`config.mk`:
```
export PLATFORM = sky130hd
export DESIGN_NAME = axis_phase_reduce_flat
export DESIGN_NICKNAME = d
export VERILOG_FILES = /design/src/rtl/axis_phase_reduce_if.sv /design/src/rtl/axis_phase_reduce.sv /design/src/flat_wrapper.sv
export SDC_FILE = /design/constraint.sdc
export NUM_CORES = 1
export LEC_CHECK = 0
export ABC_AREA = 1
export CAP_MARGIN = 20
export CELL_PAD_IN_SITES_DETAIL_PLACEMENT = 1
export CELL_PAD_IN_SITES_GLOBAL_PLACEMENT = 2
export CORE_UTILIZATION = 31
export DETAILED_ROUTE_END_ITERATION = 10
export GPL_TIMING_DRIVEN = 1
export HOLD_SLACK_MARGIN = 0.08
export PLACE_DENSITY_LB_ADDON = 0.1
export SYNTH_ARGS = -nofsm -noshare
export SYNTH_HDL_FRONTEND = slang
export SYNTH_SLANG_ARGS = --single-unit
```
`constraint.sdc`:
```
create_clock -name clk -period 5 [get_ports clk]
set_clock_uncertainty 0.05 [all_clocks]
set_input_delay 1 -clock clk [delete_from_list [all_inputs] [get_ports clk]]
set_output_delay 1 -clock clk [all_outputs]
set_load 0.005 [all_outputs]
```
`src/rtl/axis_phase_reduce_if.sv`:
```
// AXI-Stream bundle shared by the angle input and the reduced-phase output.
interface axis_phase_reduce_if #(
  parameter int unsigned DATA_W = 32,
  parameter int unsigned USER_W = 4
);
  logic [DATA_W-1:0] tdata;
  logic [USER_W-1:0] tuser;
  logic              tlast;
  logic              tvalid;
  logic              tready;

  modport master (output tdata, tuser, tlast, tvalid, input tready);
  modport slave  (input tdata, tuser, tlast, tvalid, output tready);
endinterface

```
`src/rtl/axis_phase_reduce.sv`:
```
// Reduces a signed fixed-point angle modulo 2*pi into [-pi, pi), rescales it to the
// CORDIC phase format and reports the signed number of 2*pi wraps in the output TUSER MSBs.
module axis_phase_reduce #(
  parameter int unsigned IN_W     = 32,
  parameter int unsigned IN_FRAC  = 24,
  parameter int unsigned OUT_FRAC = 29,
  parameter int unsigned USER_W   = 4,
  parameter int unsigned WRAP_W   = 8
) (
  input  logic                 clk,
  input  logic                 rst,
  axis_phase_reduce_if.slave   s_axis,
  axis_phase_reduce_if.master  m_axis,
  output logic                 busy
);
  localparam int unsigned SHIFT   = OUT_FRAC - IN_FRAC;
  localparam int unsigned XW      = IN_W + SHIFT + 1;
  localparam int unsigned OUT_W   = OUT_FRAC + 3;
  localparam int unsigned TUSER_W = WRAP_W + USER_W;

  localparam real PI_R      = 3.14159265358979323846;
  localparam real PI_SCALED = PI_R * (2.0 ** OUT_FRAC);
  localparam real WRAPS_MAX = (2.0 ** (IN_W - IN_FRAC - 1)) / (2.0 * PI_R);
  // Arguments are already integral, so the real-to-integer cast cannot change them.
  localparam longint PI_INT     = longint'($floor(PI_SCALED + 0.5));
  localparam longint TWO_PI_INT = longint'($floor(2.0 * PI_SCALED + 0.5));

  localparam logic signed [XW-1:0] PI_X     = XW'(PI_INT);
  localparam logic signed [XW-1:0] NEG_PI_X = -PI_X;
  localparam logic signed [XW-1:0] TWO_PI_X = XW'(TWO_PI_INT);

  if (OUT_FRAC < IN_FRAC) begin : g_frac_err
    $error("axis_phase_reduce: OUT_FRAC must be >= IN_FRAC");
  end
  if (USER_W < 1) begin : g_user_err
    $error("axis_phase_reduce: USER_W must be >= 1");
  end
  // The worst-case wrap count plus one must fit in the signed wrap counter.
  if ((2.0 ** (WRAP_W - 1)) - 2.0 < WRAPS_MAX) begin : g_wrap_err
    $error("axis_phase_reduce: WRAP_W too small for the input range");
  end

  typedef enum logic [1:0] {
    ST_IDLE,
    ST_REDUCE,
    ST_OUT
  } state_e;

  state_e                   state_q, state_d;
  logic signed [XW-1:0]     x_q, x_d;
  logic [WRAP_W-1:0]        k_q, k_d;
  logic [USER_W-1:0]        user_q, user_d;
  logic                     last_q, last_d;
  logic [OUT_W-1:0]         tdata_q, tdata_d;
  logic [TUSER_W-1:0]       tuser_q, tuser_d;
  logic                     tlast_q, tlast_d;
  logic                     tvalid_q, tvalid_d;
  logic                     tready_q, tready_d;
  logic                     busy_q, busy_d;

  logic signed [XW-1:0]     x_in;
  logic                     s_fire;
  logic                     ge_pi;
  logic                     lt_neg_pi;

  // Guard bit above the shifted input keeps the +/- 2*pi step from overflowing.
  assign x_in      = XW'($signed(s_axis.tdata)) <<< SHIFT;
  assign s_fire    = s_axis.tvalid && tready_q;
  assign ge_pi     = (x_q >= PI_X);
  assign lt_neg_pi = (x_q < NEG_PI_X);

  always_ff @(posedge clk) begin
    if (rst) begin
      state_q <= ST_IDLE;
    end else begin
      state_q <= state_d;
    end
  end

  always_comb begin
    state_d = state_q;
    unique case (state_q)
      ST_IDLE:   if (s_fire) state_d = ST_REDUCE;
      ST_REDUCE: if (!ge_pi && !lt_neg_pi) state_d = ST_OUT;
      ST_OUT:    if (m_axis.tready) state_d = ST_IDLE;
      default:   state_d = ST_IDLE;
    endcase
  end

  // One wrap decision per REDUCE cycle; the output beat is captured once x is in range.
  always_comb begin
    x_d      = x_q;
    k_d      = k_q;
    user_d   = user_q;
    last_d   = last_q;
    tdata_d  = tdata_q;
    tuser_d  = tuser_q;
    tlast_d  = tlast_q;
    tvalid_d = (state_d == ST_OUT);
    tready_d = (state_d == ST_IDLE);
    busy_d   = (state_d != ST_IDLE);
    unique case (state_q)
      ST_IDLE: begin
        if (s_fire) begin
          x_d    = x_in;
          k_d    = '0;
          user_d = s_axis.tuser;
          last_d = s_axis.tlast;
        end
      end
      ST_REDUCE: begin
        if (ge_pi) begin
          x_d = x_q - TWO_PI_X;
          k_d = k_q + WRAP_W'(1);
        end else if (lt_neg_pi) begin
          x_d = x_q + TWO_PI_X;
          k_d = k_q - WRAP_W'(1);
        end else begin
          tdata_d = x_q[OUT_W-1:0];
          tuser_d = {k_q, user_q};
          tlast_d = last_q;
        end
      end
      default: ;
    endcase
  end

  always_ff @(posedge clk) begin
    if (rst) begin
      x_q      <= '0;
      k_q      <= '0;
      user_q   <= '0;
      last_q   <= 1'b0;
      tdata_q  <= '0;
      tuser_q  <= '0;
      tlast_q  <= 1'b0;
      tvalid_q <= 1'b0;
      tready_q <= 1'b0;
      busy_q   <= 1'b0;
    end else begin
      x_q      <= x_d;
      k_q      <= k_d;
      user_q   <= user_d;
      last_q   <= last_d;
      tdata_q  <= tdata_d;
      tuser_q  <= tuser_d;
      tlast_q  <= tlast_d;
      tvalid_q <= tvalid_d;
      tready_q <= tready_d;
      busy_q   <= busy_d;
    end
  end

  assign s_axis.tready = tready_q;
  assign m_axis.tdata  = tdata_q;
  assign m_axis.tuser  = tuser_q;
  assign m_axis.tlast  = tlast_q;
  assign m_axis.tvalid = tvalid_q;
  assign busy          = busy_q;

endmodule
```
`src/flat_wrapper.sv`:
```
// flat-port wrapper written by rule: the top's interface ports become plain ports
module axis_phase_reduce_flat 
#(
  parameter int unsigned IN_W     = 32,
  parameter int unsigned IN_FRAC  = 24,
  parameter int unsigned OUT_FRAC = 29,
  parameter int unsigned USER_W   = 4,
  parameter int unsigned WRAP_W   = 8
)
  (clk, rst, busy, s_axis_tdata, s_axis_tuser, s_axis_tlast, s_axis_tvalid, s_axis_tready, m_axis_tdata, m_axis_tuser, m_axis_tlast, m_axis_tvalid, m_axis_tready);
  axis_phase_reduce_if #(.USER_W(USER_W)) s_axis_i ();
  axis_phase_reduce_if #(.USER_W(USER_W)) m_axis_i ();
  input  logic clk;
  input  logic rst;
  output logic busy;
  input wire logic [$bits(s_axis_i.tdata)-1:0] s_axis_tdata;
  input wire logic [$bits(s_axis_i.tuser)-1:0] s_axis_tuser;
  input wire logic [$bits(s_axis_i.tlast)-1:0] s_axis_tlast;
  input wire logic [$bits(s_axis_i.tvalid)-1:0] s_axis_tvalid;
  output wire logic [$bits(s_axis_i.tready)-1:0] s_axis_tready;
  output wire logic [$bits(m_axis_i.tdata)-1:0] m_axis_tdata;
  output wire logic [$bits(m_axis_i.tuser)-1:0] m_axis_tuser;
  output wire logic [$bits(m_axis_i.tlast)-1:0] m_axis_tlast;
  output wire logic [$bits(m_axis_i.tvalid)-1:0] m_axis_tvalid;
  input wire logic [$bits(m_axis_i.tready)-1:0] m_axis_tready;
  assign s_axis_i.tdata = s_axis_tdata;
  assign s_axis_i.tuser = s_axis_tuser;
  assign s_axis_i.tlast = s_axis_tlast;
  assign s_axis_i.tvalid = s_axis_tvalid;
  assign s_axis_tready = s_axis_i.tready;
  assign m_axis_tdata = m_axis_i.tdata;
  assign m_axis_tuser = m_axis_i.tuser;
  assign m_axis_tlast = m_axis_i.tlast;
  assign m_axis_tvalid = m_axis_i.tvalid;
  assign m_axis_i.tready = m_axis_tready;
  axis_phase_reduce #(.IN_W(IN_W), .IN_FRAC(IN_FRAC), .OUT_FRAC(OUT_FRAC), .USER_W(USER_W), .WRAP_W(WRAP_W)) u_core (.clk(clk), .rst(rst), .s_axis(s_axis_i), .m_axis(m_axis_i), .busy(busy));
endmodule
```
==> results.env, run 1 <==
CRITPATHBUFINV=2
YOSYS_MOST_USED_DFF='dfxtp_1'
VIAS_CELL=4.93
GRT_OVERFLOW_TOTAL=0
HORIZONTAL_DIE_DIMENSION_UM=150
WORST_PATH_MAX_DELAY_CELL='ha_1'
FF_TO_FF_SETUP_SLACK_NS=0.65
SYNTH_FP_NETS=1305
WORSTREGTOREGCELLS=19
FIN_TOTAL_PWR_mW=5.17
AREA_GROWTH_SYN_TO_LAYOUT_PCT=19.2
DP.CELLS=1551
DIEAREA_UM2=22600
DETAILEDROUTE.FIRSTITERATIONVIOLATIONS=339
SYNTHESIS.AREA_UM2=6830
WORST_HOLD_PATH_TYPE='register to register'
FINAL_CELLS=1568
CTS_TREE='done'
FIRST_PASS_GRT_WIRE_LENGTH_MM=42.3
FIRST_GLOBAL_VIAS=7817
BUFFER_COUNT_FROM_POST_CTS_SETUP_FIXING=0
FLOORPLAN.INITIALDENSITY=0.321
SYNTH_TOP_AREA_FRAC=0.254
TOTALWIRELENGTH_MM=26.9
POST_SYNTH.CELL_AREA_AVG_UM2=5.56
FIRST_PASS_ITERATION_COUNT_OF_THE_DETAILED_ROUTER=4
DRIVE_GT1_FRAC=0.0317
TIMING.CRITICAL_PATH.TO_TYPE='register'
RSZ0062_AT_GRT='no'
SLEW-LIMIT-HEADROOM=0.443
TRITONCTS.NUM_BUFFERS=9
MAX-CLOCK-PATH-BUFFERS=2
IO_PINS=81
ANTENNA_FOUND_INITIAL=0
CRITICALPATHCATEGORY='register to register'
FINALHOLDVIOLCOUNT=0
OUTCOME='completed'
SYNTH.DISTINCT_CELLS=31
SYNTHTOPCELLSBYCOUNT='nand2_1 (462), nor2_1 (185), inv_1 (159)'
CP_DATA_REQUIRED_TIME_NS=5.22
YS_SEQ_ELEMENTS=83
MAX-VDD-IR-DROP_mV=0.252
POST-ROUTE-MIN-PERIOD_NS=4.35
CTS-HTREE-LEVELS=3
HPWLAFTERDP_MM=21.5
TIMING.CRITICAL_PATH.MAX_DELAY_FAMILY='simple AND/OR/NAND/NOR gates'
GP_CONGESTION=0.946
FINAL_PERIOD_UTIL=0.871
ROUTED_WIRE_LENGTH_PER_INSTANCE_UM=17.1
MAX_FREQ_GHz=0.230
FILLERINSTANCES=2940
VIA_COUNT=7732
YOSYS.AREA.TOP_TYPE='nand2_1'
ANTENNA_CELLS_INSERTED=0
WORSTPATHMAXFANOUT=20
CTS_HOLD_BUF=0
PATH_CELLS='inv_1 > nand2_1 > o21ai_0 > nand2_1 > nand3_1 > nand3_2 > nand2_2 > inv_1 > ha_1 > nand2_1 > nor2_1 > nand2_1 > nor2_1 > nand2_1 > nand3_1 > o21ai_0 > o21ai_0 > nor2_1 > nor2_1'
PLACE.PORT_BUFFERS=79
FIN_NETS=1365
GRT_USE_TOTAL=0.247
LEAKAGE_POWER_OF_THE_DESIGN_nW=4.08
CTS.REPORTEDPATHS.CLKPINSLEW_NS=0.07
PLACEMENT_ROWS=53
FINAL-MAX-SLEW-VIOLATION-COUNT=0
YS_WARN_COUNT=0
WORST-SLEW-PIN-TRANSITION_NS=0.835
LAYOUT.CORE_UTILIZATION=0.382
DRCVIOLATIONCOUNT=0
CPPEAKSTAGEDELAY_NS=0.59
CRITPATHARRIVALTIME_NS=4.57
CLOCK-SINKS=83
CELL_DEPTH_OF_THE_WORST_MIN_DELAY_PATH=2
POWER.DENSITY_nW_PER_UM2=636
CLOCK_TREE.ROOT_CELL='clkbuf_16'
POST-SYNTH-TOP-COUNT-CELL='nand2_1'
MAXCAPVIOLCOUNT=0
SYNTHARSTFLOPSHARE=0
ANT_NETS=0
SETUP_VIOL=0
POST_SYNTH_MAIN_AREA_CONTRIBUTORS='nand2_1 (25%), dfxtp_1 (24%), nor2_1 (10%), inv_1 (8.7%), ha_1 (6.4%)'
SYNTH_SEQUENTIAL_AREA_RATIO=0.243
CP.DEPTH=19
SYNTH_EDF_COUNT=0
CTS_RESIZED=0
GRT_MAX_DEGREE=51
CORE_UM2=21300
PATH_COMMON_CELL='nand2_1'
POST_SYNTH_INST_COUNT=1228
CLK_LATENCY_NS=0.34
SETUP-TNS-FINAL_NS=0
CRITPATHLAUNCHTYPE='register'
DIE_H_UM=150
[layout make-up]
cell class / count / area [um2] / share of cell area
Multi-Input combinational cell: 943 / 4350 / 0.534
Sequential cell: 83 / 1660 / 0.204
Timing Repair Buffer: 90 / 893 / 0.110
Inverter: 161 / 604 / 0.0743
Tap cell: 275 / 344 / 0.0423
Clock buffer: 10 / 239 / 0.0294
Clock inverter: 6 / 47.5 / 0.00584
[layer usage]
layer | global-route usage | share of wire | wire [um] | vias to the layer above
li1 | - | - | - | 3957
met1 | 0.315 | 0.46 | 12400 | 3602
met2 | 0.438 | 0.49 | 13000 | 145
met3 | 0.0285 | 0.033 | 879 | 28
met4 | 0.0611 | 0.020 | 527 | 0
met5 | 0 | 0 | 0 | -
[metrics by stage]
stage | area [um2] | setup slack [ns] | hold slack, ns
2_1_floorplan | 6830 | 1.78 | 0.406
3_3_place_gp | 7820 | 0.750 | 0.400
3_5_place_dp | 7820 | 0.671 | 0.404
4_1_cts | 8110 | 0.644 | 0.414
5_1_grt | 8140 | 0.246 | 0.434
6_report | 8140 | 0.646 | 0.413
[report_power, final]
part / switching, mW / internal, mW / leakage (nW)
Combinational: 2.47 / 1.11 / 3.26
Sequential: 0.175 / 0.772 / 0.677
Clock: 0.289 / 0.355 / 0.139
Total: 2.93 / 2.24 / 4.08
[worst register-to-register path, cell delays in order, from the launching register on]
cell	delay, ns
dfxtp_1	0.40
inv_1	0.16
nand2_1	0.06
o21ai_0	0.18
nand2_1	0.13
nand3_1	0.12
nand3_2	0.11
nand2_2	0.37
inv_1	0.53
ha_1	0.60
nand2_1	0.13
nor2_1	0.37
nand2_1	0.17
nor2_1	0.11
nand2_1	0.06
nand3_1	0.17
o21ai_0	0.14
o21ai_0	0.24
nor2_1	0.07
nor2_1	0.11
[logic make-up (layout without fill, tap and decap cells)]
logic type,after synthesis,count (layout),share of synthesized area
other,1,1,0.000549
adders and majority gates,36,36,0.0671
and+or+nand+nor,805,805,0.491
DFF,83,83,0.243
xor gates and xnor gates,4,4,0.00513
AOI/OAI and AO/OA,97,97,0.0722
buffers and inverters,202,267,0.121
[sequential cells by signal, summed over array words and instances (netlist names)]
name	flops
u_core.x_q	37
u_core.m_axis.tdata	31
u_core.tuser_q	4
u_core.user_q	4
u_core.state_q	2
u_core.busy	1
u_core.last_q	1
u_core.m_axis.tlast	1
u_core.m_axis.tvalid	1
u_core.s_axis.tready	1
[placed cells by master, fill, tap and decap left out, types with 3 or more instances in the layout]
cell / n
nand2_2: 3
or2_2: 5
o21ai_0: 21
buf_4: 10
nor2_1: 184
dfxtp_1: 83
nand3_1: 78
xnor2_1: 3
a21oi_1: 72
nand3b_1: 20
inv_1: 159
clkdlybuf4s50_1: 79
clkbuf_16: 9
and2_1: 4
nand4_1: 37
ha_1: 35
nor3_1: 6
nand2_1: 462
[path summary, 6_finish.rpt]
| path | start | end |
|---|---|---|
| setup / recovery | u_core.x_q[1] | u_core.x_q[21] |
| hold / removal | u_core.m_axis.tdata[5] | u_core.m_axis.tdata[5] |
| setup reg to reg | u_core.x_q[1] | u_core.x_q[21] |
| hold reg to reg | u_core.m_axis.tdata[5] | u_core.m_axis.tdata[5] |
Power figures use the tool's default switching activity.
==> run 2, diff against run 1 <==
- CORE_MARGIN: default -> 8
==> results.env, run 2 (synthesis gave the netlist of run 1 again) <==
POST-ROUTE-MIN-PERIOD_NS=3.87  # -0.489 ns
CP_CAPTURE_POINT='u_core.x_q[22]'
PATH_CELLS='nand2_1 > nor2_1 > nand2_1 > nor2_1 > nand3_1 > nand3_2 > nand2_2 > inv_1 > ha_1 > or2_2 > nand3_1 > nand2_1 > nand2_1 > nand2_1 > nand3_1 > nand2_1 > nand2_1 > nand3_1 > nand2_1 > nor2_1 > nor2_1'
TOTALWIRELENGTH_MM=28.1  # +4.5%
FIRST_PASS_GRT_WIRE_LENGTH_MM=43.5  # +2.8%
WORSTREGTOREGCELLS=21  # +2
WORST_PATH_MAX_DELAY_CELL='dfxtp_1'
VIA_COUNT=7672  # -0.78%
CTS-HTREE-LEVELS=3  # unchanged
WORST-SLEW-PIN-TRANSITION_NS=0.913  # +0.0783 ns
CP_DATA_REQUIRED_TIME_NS=5.22  # about the same
GP_CONGESTION=0.913  # -3.5%
WORSTPATHMAXFANOUT=10  # -50%
SETUP_VIOL=0  # unchanged
OUTCOME='completed'
GRT_USE_MET1=0.253  # -0.0622
FINAL_PERIOD_UTIL=0.773  # -0.0978
CLOCK_TREE.ROOT_CELL='clkbuf_16'
FF_TO_FF_SETUP_SLACK_NS=1.13  # +0.49 ns
TOP_LIBRARY_CELLS_BY_USAGE_IN_THE_LAYOUT_FILL_AND_TAPS_ASIDE='nand2_1 (462), nor2_1 (184), inv_1 (159)'
FINALHOLDVIOLCOUNT=0  # unchanged
HORIZONTAL_DIE_DIMENSION_UM=164  # +9.3%
CRITPATHLAUNCHTYPE='register'
PLACEMENT_ROWS=54  # +1.9%
POWER.DENSITY_nW_PER_UM2=641  # +0.85%
GRT_MAX_DEGREE=51  # unchanged
FIRST_PASS_ITERATION_COUNT_OF_THE_DETAILED_ROUTER=4  # unchanged
DIE_H_UM=164  # +9.3%
MAX-CLOCK-PATH-BUFFERS=2  # unchanged
DRIVE_GT1_FRAC=0.0317  # unchanged
CLK_LATENCY_NS=0.35  # about the same
TIMING.RR.START='u_core.x_q[29]'
ANT_NETS=0  # unchanged
FIN_TOTAL_PWR_mW=5.22  # +0.88%
TIMING.CRITICAL_PATH.TO_TYPE='register'
TRITONCTS.NUM_BUFFERS=9  # unchanged
LEAKAGE_POWER_OF_THE_DESIGN_nW=4.07  # -0.14%
GRT_USE_TOTAL=0.210  # -0.0372
SLEW-LIMIT-HEADROOM=0.390  # -0.0533
MAX-VDD-IR-DROP_mV=0.234  # -7.4%
AREA_GROWTH_SYN_TO_LAYOUT_PCT=19.2  # about the same
DIEAREA_UM2=27000  # +19%
LARGEST_REGISTER_FFS=37  # unchanged
CTS_HOLD_BUF=0  # unchanged
CRITICALPATHCATEGORY='register to register'
MAXCAPVIOLCOUNT=0  # unchanged
ANTENNA_FOUND_INITIAL=0  # unchanged
CTS_TREE='done'
STARTPOINT='u_core.x_q[29]'
LAYOUT_SETUP_WS_NS=1.13  # +0.489 ns
WHS_NS=0.411  # -0.00172 ns
FLOORPLAN.INITIALDENSITY=0.314  # -0.00692
FIN_NETS=1365  # unchanged
IO_PINS=81  # unchanged
ANTENNA_CELLS_INSERTED=0  # unchanged
CTS.REPORTEDPATHS.CLKPINSLEW_NS=0.07  # about the same
FIRST_GLOBAL_VIAS=7867  # +0.64%
GLOBAL_ROUTE_MET3_UTILIZATION=0.0272  # -0.00132
PLACE_WORST_SETUP_SLACK_NS=1.19  # +0.520 ns
FILLERINSTANCES=3023  # +2.8%
PLACE.PORT_BUFFERS=79  # unchanged
WORST_HOLD_PATH_TYPE='register to register'
RSZ0062_AT_GRT='no'
GLOBALROUTEMET2UTIL=0.379  # -0.0591
GRT-BUSIEST-LAYER='met2'
MAX_FREQ_GHz=0.259  # +13%
HPWLAFTERDP_MM=22.7  # +5.6%
MAX_FLOP_REGISTER='u_core.x_q'
ROUTED_WIRE_LENGTH_PER_INSTANCE_UM=17.9  # +4.2%
SETUP-TNS-FINAL_NS=0  # unchanged
CPPEAKSTAGEDELAY_NS=0.52  # -0.07 ns
TERMINUS_OF_THE_CRITICAL_FLOP_TO_FLOP_PATH='u_core.x_q[22]'
LAYOUT.CELLS.MOST_COMMON='nand2_1'
VIAS_CELL=4.88  # -1.1%
FINAL-MAX-SLEW-VIOLATION-COUNT=0  # unchanged
DETAILEDROUTE.FIRSTITERATIONVIOLATIONS=342  # +0.88%
CTS_RESIZED=0  # unchanged
CLOCK-SINKS=83  # unchanged
GRT_OVERFLOW_TOTAL=0  # unchanged
PATH_COMMON_CELL='nand2_1'
BUFFER_COUNT_FROM_POST_CTS_SETUP_FIXING=0  # unchanged
DRCVIOLATIONCOUNT=0  # unchanged
CRITPATHARRIVALTIME_NS=4.08  # -0.49 ns
CORE_UM2=21800  # +2.2%
-- run 2: worst min-delay path by stage --
| stage | slack (ns) | cells past startpoint | from | to |
|---|---|---|---|---|
| floorplan | 0.41 | 2 | u_core.m_axis.tdata[16] | u_core.m_axis.tdata[16] |
| global placement | 0.40 | 2 | u_core.tuser_q[2] | u_core.tuser_q[2] |
| detailed placement | 0.40 | 2 | u_core.m_axis.tdata[3] | u_core.m_axis.tdata[3] |
| CTS | 0.42 | 2 | u_core.m_axis.tdata[3] | u_core.m_axis.tdata[3] |
| global route | 0.43 | 2 | u_core.m_axis.tdata[17] | u_core.m_axis.tdata[17] |
| finish | 0.41 | 2 | u_core.m_axis.tdata[3] | u_core.m_axis.tdata[3] |
-- run 2: final cells by class --
| cell class | instances | area, um2 | area share |
|---|---|---|---|
| clock inverters | 7 | 57.6 | 0.00707 |
| multi-input cells | 943 | 4350 | 0.534 |
| clock buffers | 9 | 225 | 0.0277 |
| inverters | 161 | 604 | 0.0743 |
| well taps | 280 | 350 | 0.0430 |
| repair buffers | 90 | 893 | 0.110 |
| flip-flops and latches | 83 | 1660 | 0.204 |
-- run 2: where the power goes --
part	leakage [nW]	switching, mW	internal (mW)	total (mW)
logic	3.26	2.48	1.13	3.62
registers	0.677	0.168	0.772	0.940
clock network	0.135	0.317	0.345	0.662
-- run 2: metrics by stage --
| step | instances | instance area, um2 | util |
|---|---|---|---|
| CTS | 1572 | 8110 | 0.373 |
| global placement | 1556 | 7830 | 0.360 |
| detailed placement | 1556 | 7830 | 0.360 |
| finish | 1573 | 8140 | 0.374 |
| floorplan | 1228 | 6830 | - |
| global route | 1573 | 8140 | 0.374 |
-- run 2: worst max-delay path, delay by kind of cell (launching register included) --
family	cells	cell delay, ns
buf+inv	1	0.33
simple gates	19	2.48
fa+ha+maj	1	0.39
flops	1	0.52
-- run 2: layer usage --
layer | part of all wire | up-vias
met5 | 0 | -
met4 | 0.026 | 0
met3 | 0.038 | 40
met2 | 0.49 | 123
met1 | 0.44 | 3563
li1 | - | 3946
==> run 3, diff against run 2 <==
- CORE_UTILIZATION: 31 -> 29
- clock period: 5 -> 3.9 ns (I/O delays scaled with it)
==> results.env, run 3 (synthesis gave the netlist of run 1 again) <==
MAXCAPVIOLCOUNT=0  # unchanged
CP_CAPTURE_POINT='u_core.x_q[30]'
POWER.DENSITY_nW_PER_UM2=808  # +26%
CPPEAKSTAGEDELAY_NS=0.41  # -0.11 ns
FINAL_PERIOD_UTIL=0.897  # +0.124
MAX-VDD-IR-DROP_mV=0.281  # +20%
LAYOUT.CORE_UTILIZATION=0.356  # -0.0178
WORST_PATH_MAX_DELAY_CELL='dfxtp_1'
FILLERINSTANCES=3188  # +5.5%
RSZ0062_AT_GRT='no'
AREA_GROWTH_SYN_TO_LAYOUT_PCT=21.4
MAX-CLOCK-PATH-BUFFERS=2  # unchanged
LAYOUT.CELLS.MOST_COMMON='nand2_1'
CRITPATHBUFINV=3  # +2
IO_PINS=81  # unchanged
WORSTPATHMAXFANOUT=15  # +5
CTS_RESIZED=0  # unchanged
DP.CELLS=1609  # +3.4%
TIMING.CRITICAL_PATH.MAX_DELAY_FAMILY='simple AND/OR/NAND/NOR gates'
FLOORPLAN.INITIALDENSITY=0.294  # -0.0203
WORST_HOLD_PATH_TYPE='register to register'
GP_CONGESTION=0.860  # -5.8%
CORE_UM2=23300  # +6.9%
FIRST_GLOBAL_VIAS=7965  # +1.2%
CTS_HOLD_BUF=0  # unchanged
CP_DATA_REQUIRED_TIME_NS=4.14  # -1.08 ns
ANT_NETS=0  # unchanged
TOP_LIBRARY_CELLS_BY_USAGE_IN_THE_LAYOUT_FILL_AND_TAPS_ASIDE='nand2_1 (462), nor2_1 (182), inv_1 (159)'
PLACEMENT_ROWS=56  # +3.7%
CLK_LATENCY_NS=0.35  # about the same
TIMING.RR.START='u_core.x_q[31]'
CELLINTERNALPOWER_mW=2.93  # +30%
VIAS_CELL=4.72  # -3.2%
DIEAREA_UM2=28700  # +6.2%
POWER_SWITCHING_mW=3.77  # +27%
FINAL-MAX-SLEW-VIOLATION-COUNT=0  # unchanged
CRITPATHLAUNCHTYPE='register'
HPWLAFTERDP_MM=22.6  # -0.28%
FINALHOLDVIOLCOUNT=0  # unchanged
SLEW-LIMIT-HEADROOM=0.369  # -0.0211
CTS.REPORTEDPATHS.CLKPINSLEW_NS=0.07  # about the same
SETUP-TNS-FINAL_NS=0  # unchanged
POST-ROUTE-CELL-AREA_UM2=8290  # +1.8%
FF_TO_FF_SETUP_SLACK_NS=0.40  # -0.73 ns
DPL_CELL_AREA_UM2=7980  # +2.0%
LAYOUT_SETUP_WS_NS=0.402  # -0.732 ns
STARTPOINT='u_core.x_q[31]'
TIMING.CRITICAL_PATH.TO_TYPE='register'
DRIVE_GT1_FRAC=0.0452  # +0.0135
CTS-HTREE-LEVELS=3  # unchanged
ROUTED_WIRE_LENGTH_PER_INSTANCE_UM=17.3  # -3.1%
CP.DEPTH=23  # +9.5%
ANTENNA_CELLS_INSERTED=0  # unchanged
FINAL_CELLS=1625  # +3.3%
SHARE_CLK_OF_TOTAL_POWER=0.130  # +0.003
CLOCK_TREE.ROOT_CELL='clkbuf_16'
CTS_TREE='done'
CRITICALPATHCATEGORY='register to register'
GRT_MAX_DEGREE=76  # +49%
SEQUENTIAL_SHARE_OF_POWER=0.176  # -0.004
POST-ROUTE-MIN-PERIOD_NS=3.50  # -0.368 ns
TOTALWIRELENGTH_MM=28.1  # +0.11%
WORSTREGTOREGCELLS=23  # +9.5%
LEAKAGE_POWER_OF_THE_DESIGN_nW=4.13  # +1.4%
MAX_FLOP_REGISTER='u_core.x_q'
OUTCOME='completed'
FIRST_PASS_ITERATION_COUNT_OF_THE_DETAILED_ROUTER=4  # unchanged
TRITONCTS.NUM_BUFFERS=9  # unchanged
CLOCK-SINKS=83  # unchanged
P_SW_FRAC=0.563  # -0.00608
TERMINUS_OF_THE_CRITICAL_FLOP_TO_FLOP_PATH='u_core.x_q[30]'
FIN_NETS=1378  # +0.95%
ANTENNA_FOUND_INITIAL=0  # unchanged
GRT_USE_TOTAL=0.199  # -0.0104
CRITPATHARRIVALTIME_NS=3.73  # -0.35 ns
WORST-SLEW-PIN-TRANSITION_NS=0.947  # +0.0342 ns
PATH_CELLS='inv_1 > nand2_1 > nor2_1 > nand2_1 > nor2_1 > nand3_1 > nand3_2 > nand2_2 > inv_1 > buf_4 > ha_1 > or2_2 > nand3_1 > nand2_1 > nand2_1 > nand2_1 > nand2_1 > nand2_1 > nand2_1 > nand3_1 > nand2_1 > nor2_1 > nor2_1'
MAX_FREQ_GHz=0.286  # +11%
DIE_H_UM=169  # +3.1%
DRCVIOLATIONCOUNT=0  # unchanged
PATH_COMMON_CELL='nand2_1'
HORIZONTAL_DIE_DIMENSION_UM=169  # +3.1%
P_COMB_FRAC=0.693  # about the same
SETUP_VIOL=0  # unchanged
LARGEST_REGISTER_FFS=37  # unchanged
GRT_OVERFLOW_TOTAL=0  # unchanged
BUFFER_COUNT_FROM_POST_CTS_SETUP_FIXING=0  # unchanged
FIRST_PASS_GRT_WIRE_LENGTH_MM=44.8  # +3.0%
PLACE.PORT_BUFFERS=79  # unchanged
DETAILEDROUTE.FIRSTITERATIONVIOLATIONS=354  # +3.5%
PLACE_WORST_SETUP_SLACK_NS=0.272  # -0.919 ns
VIA_COUNT=7669  # -0.039%
-- run 3: power groups by stage --
stage	clock network (mW)	registers, mW	logic [mW]
finish	0.873	1.18	4.65
CTS	0.892	1.18	4.70
detailed placement	0	1.20	4.68
floorplan	0	1.13	3.26
global placement	0	1.20	4.64
global route	0.923	1.20	5.32
-- run 3: per-stage QoR --
step,power (mW),hold WS [ns]
floorplan,4.39,0.406
global placement,5.84,0.400
detailed placement,5.88,0.406
CTS,6.78,0.417
global route,7.45,0.427
finish,6.70,0.412
-- run 3: worst reg2reg max path: stages (launching register included) --
cell and delay [ns]:
dfxtp_1 0.41, inv_1 0.11, nand2_1 0.05, nor2_1 0.11, nand2_1 0.08, nor2_1 0.20, nand3_1 0.12, nand3_2 0.12
nand2_2 0.07, inv_1 0.05, buf_4 0.23, ha_1 0.35, or2_2 0.33, nand3_1 0.09, nand2_1 0.10, nand2_1 0.13
nand2_1 0.12, nand2_1 0.14, nand2_1 0.07, nand2_1 0.06, nand3_1 0.14, nand2_1 0.14, nor2_1 0.05, nor2_1 0.11
-- run 3: area by class of cell --
class / instances / area (um2) / share of cell area
inverters: 161 / 604 / 0.0729
multi-input cells: 943 / 4350 / 0.525
clock buffers: 9 / 225 / 0.0272
repair buffers: 103 / 971 / 0.117
well taps: 319 / 399 / 0.0482
flip-flops and latches: 83 / 1670 / 0.201
clock inverters: 7 / 72.6 / 0.00875
-- run 3: per-layer routing --
metal  GRT usage  wire length, um  share of wire  vias up
met3      0.0254              679          0.024       31
met5           0                0              0        -
li1            -                -              -     3975
met1       0.240            12800           0.46     3562
met4      0.0566              690          0.025        0
met2       0.364            13900           0.50      101
-- run 3: how the worst min path moves through the flow --
stage | endpoint | cells after the start | startpoint
floorplan | u_core.m_axis.tdata[16] | 2 | u_core.m_axis.tdata[16]
global placement | u_core.tuser_q[2] | 2 | u_core.tuser_q[2]
detailed placement | u_core.tuser_q[2] | 2 | u_core.tuser_q[2]
finish | u_core.m_axis.tdata[9] | 2 | u_core.m_axis.tdata[9]
global route | u_core.tuser_q[0] | 2 | u_core.tuser_q[0]
CTS | u_core.tuser_q[2] | 2 | u_core.tuser_q[2]
